## src/rtl/neuron.sv

```systemverilog
// Two-stage signed multiply-accumulate neuron: y = ReLU(x1*w1 + x2*w2 + b).
// Define NEURON_SAT_EN to clamp positive overflow; otherwise the result wraps silently.
module neuron #(
  parameter int DATA_W = 8
) (
  input  logic                       clk,
  input  logic                       rst,
  input  logic signed [DATA_W-1:0]   x1,
  input  logic signed [DATA_W-1:0]   x2,
  input  logic signed [DATA_W-1:0]   w1,
  input  logic signed [DATA_W-1:0]   w2,
  input  logic signed [DATA_W-1:0]   b,
  output logic signed [2*DATA_W-1:0] y
);

  localparam int PW = 2 * DATA_W;
  localparam int SW = PW + 2;

  // Largest value representable in the PW-bit signed output, widened to the sum width.
  localparam logic signed [SW-1:0] MAX_POS = {3'b000, {(PW-1){1'b1}}};

  logic signed [PW-1:0] p1;
  logic signed [PW-1:0] p2;
  logic signed [PW-1:0] bq;
  logic signed [SW-1:0] s;
  logic signed [PW-1:0] relu;

  // Stage 1: products and sign-extended bias. Reset wins over capture.
  // NOTE: sequential state uses non-blocking assignments so every register
  // samples the pre-edge value of its neighbours, independent of statement order.
  always_ff @(posedge clk) begin
    if (rst) begin
      p1 <= '0;
      p2 <= '0;
      bq <= '0;
    end else begin
      p1 <= x1 * w1;
      p2 <= x2 * w2;
      bq <= PW'(b);
    end
  end

  // Stage 2 combinational part: two guard bits make the three-term sum exact.
  // NOTE: relu gets a default before any branch so no latch is inferred.
  always_comb begin
    s    = SW'(p1) + SW'(p2) + SW'(bq);
    relu = '0;
    if (s > 0) begin
`ifdef NEURON_SAT_EN
      if (s > MAX_POS) relu = MAX_POS[PW-1:0];
      else             relu = s[PW-1:0];
`else
      relu = s[PW-1:0];
`endif
    end
  end

  always_ff @(posedge clk) begin
    if (rst) y <= '0;
    else     y <= relu;
  end

endmodule

```

## config.mk

```make
export PLATFORM = sky130hd
export DESIGN_NAME = neuron
export DESIGN_NICKNAME = d
export VERILOG_FILES = /design/src/rtl/neuron.sv
export SDC_FILE = /design/constraint.sdc
export NUM_CORES = 1
export LEC_CHECK = 0
export ABC_AREA = 1
export BUFFER_PORTS_ARGS = -buffer_cell sky130_fd_sc_hd__buf_2
export CORE_ASPECT_RATIO = 0.9
export CORE_MARGIN = 2
export CORE_UTILIZATION = 65
export CTS_CLUSTER_DIAMETER = 40
export DETAILED_ROUTE_END_ITERATION = 8
export PLACE_DENSITY = 0.85
export SLEW_MARGIN = 30
export SYNTH_ARGS = -nofsm -noshare
export SYNTH_HDL_FRONTEND = slang
export SYNTH_SLANG_ARGS = --single-unit
```

## constraint.sdc

```tcl
create_clock -name clk -period 9.92 [get_ports clk]
set_input_delay 2.48 -clock clk [delete_from_list [all_inputs] [get_ports clk]]
set_output_delay 2.48 -clock clk [all_outputs]
set_load 0.03 [all_outputs]
```

==> metrics.cfg <==
[run_status]
status = finished clean

[synth]
synth_top_family_by_area = adder cells
synth_cells = 1098
syn_nets = 1341
synthMuxAreaShare_pct = 0
yosys.area.top_type = fa_1
synth_sequential_area_ratio_pct = 13.73
ys_ff_latch = 56
synthSimpleGateAreaFrac_pct = 19.15
avgSynthCellArea_um2 = 7.437
yosysUniqueCellTypes = 33
ys_warn_count = 0
yosysTopAreaCellShare_pct = 31.14
synthesis.area_um2 = 8165
synth-compound-area-share_pct = 5.087
yosys-top-cells-area = fa_1 31%, inv_1 15%, dfxtp_1 14%
synthAdderAreaFrac_pct = 42.48
synth-xor-area-share_pct = 2.237

[sta]
worst_pin_slew_ns = 0.6361
max_clock_freq_ghz = 0.1558
maxSlewHeadroom_pct = 57.55
min_period_over_period_pct = 64.69
finalWorstSetupSlack_ns = 3.502
hold_slack_ns = 0.6307
hold_violations = 0
setup_tns_ns = 0
skew_ns = 0.01164
period_needed_ns = 6.418
maxSlewViolCount = 0
rsz0062_at_grt = no
setup_violations = 0

[floorplan]
core_um2 = 12170
io-pin-count = 58
start_util_pct = 67.08
rows = 38
die_h_um = 110.3
fp.dieW_um = 122.1
die-area_um2 = 13480

[global_routing]
grt_pass1_vias = 6518
antenna_found_initial = 0
grt_max_degree = 24
grt_usage_pct = 25.56
grt_pass1_wl_um = 27720
grt-ovfl-total = 0

[worst_setup_path]
crit_type = input pin to register
path_cells = buf_2, inv_1, or2_2, fa_1, fa_1, inv_1, fa_1, inv_1, fa_1, inv_1, ha_1, a21oi_1, o21ai_0, a21oi_1, o21bai_1, o21ai_0, a21oi_1
cp_max_fo = 8
cp_data_arrival_time_ns = 6.60
critPathMaxStageDelay_ns = 0.54
crit_path_end_kind = register
slowest_stage = fa_1
start_kind = input pin
cp.required_ns = 10.11

[final_layout]
layout_common_cells = 336 x inv_1, 237 x nand2_1, 127 x fa_1
drive_above_1_share_pct = 8.333
antenna_cells = 0
area_growth_pct = 6.007
final_common_cell = inv_1
final_nets = 1370

[power_and_ir_drop]
power.density_nw_per_um2 = 262.2
ir_drop_v = 0.0001772
p_leak_uw = 0.005288

[placement]
preCtsSetupSlack_ns = 3.231
io_buffers = 57
place_congestion = 0.9430
dp_hpwl_um = 13370

[hold_path]
hp-class = register to register

[clock_tree]
cts_made_buffers = 5
h-tree-depth = 2
cts_sinks = 56
clockRootBuffer = clkbuf_16
cts-root-to-sink-buffers = 2
post_cts_resized = 0
cts_tree = done
clock_latency_ns = 0.30
cts_setup_buffers = 0
clkTransAtPathRegs_ns = 0.08
cts_hold_buf = 0

[routing]
vias = 6546
drtPass1Iterations = 5
wl_per_cell_um = 12.16
viasPerCell = 5.082
drt_iter0_drc = 491
routed_wirelength_um = 15670
post-route-drc-count = 0
ant_nets = 0

[job]
max-cap-violations = 0

[state kept, by name, indices dropped and copies added, names as in the netlist]
register	count
bq	8
p1	16
p2	16
y	16
[cell usage after synthesis (all sizes together)]
cell,n
or2,4
nand3,30
o31ai,1
clkbuf,33
o21a,2
nor2,80
a21oi,41
dfxtp,56
xor2,6
o21ai,23
buf,2
a31oi,4
a21o,2
nand4,8
nand2,242
xnor2,14
o21bai,2
o2111ai,2
fa,127
clkinv,1
ha,74
nor3,3
nor4,1
inv,336
and2,4
[logic make-up (layout without fill, tap and decap cells)]
| kind of cell | Yosys count | after routing |
|---|---|---|
| XOR/XNOR | 20 | 20 |
| AND/OR/NAND/NOR | 372 | 372 |
| buffers and inverters | 372 | 402 |
| AO/OA/AOI/OAI | 77 | 77 |
| flip-flops | 56 | 56 |
| adder cells (fa/ha/maj) | 201 | 201 |
[path summary, 6_finish.rpt]
kind         cells after the start  slack, ns     end  startpoint
max reg2reg                     17       6.75    y[3]       p2[0]
min reg2reg                      3       0.63    y[0]       bq[0]
min                              3       0.63    y[0]       bq[0]
max                             17       3.50  p2[12]       w2[7]
[cell type report]
cell class	instances	area [um2]
Multi-Input combinational cell	670	5630
Fill cell	982	3516
Inverter	337	1265
Sequential cell	56	1121
Timing Repair Buffer	57	285.3
Tap cell	160	200.2
Clock buffer	5	125.1
Clock inverter	3	28.78
[worst max-delay path: cells and delay by family]
family          cells  cell delay (ns)
compound gates      6             0.97
fa+ha+maj           5             2.45
buf+inv             5             0.38
simple gates        1             0.32
[layer usage]
layer / part of all wire, % / wire [um] / GRT usage (%)
met5: 0 / 0 / 0
met4: 2.8 / 442 / 7.800
met3: 6.2 / 978 / 2.881
met2: 49 / 7682 / 44.61
met1: 42 / 6565 / 33.77
[where the power goes]
part | internal [uW] | switching (uW) | total (uW)
Combinational | 641 | 1110 | 1750
Sequential | 298 | 30.8 | 329
Clock | 97.5 | 88.7 | 186
[stage by stage]
stage	total power (uW)	instance area, um2	utilization (%)	std cells
after floorplan	1720	8165	-	1098
after global placement	1990	8502	69.85	1280
after detailed placement	2062	8502	69.85	1280
after CTS	2261	8656	71.11	1288
after global routing	2559	8656	71.11	1288
final	2270	8656	71.11	1288
Note: power is estimated with default switching activity, not from simulation.
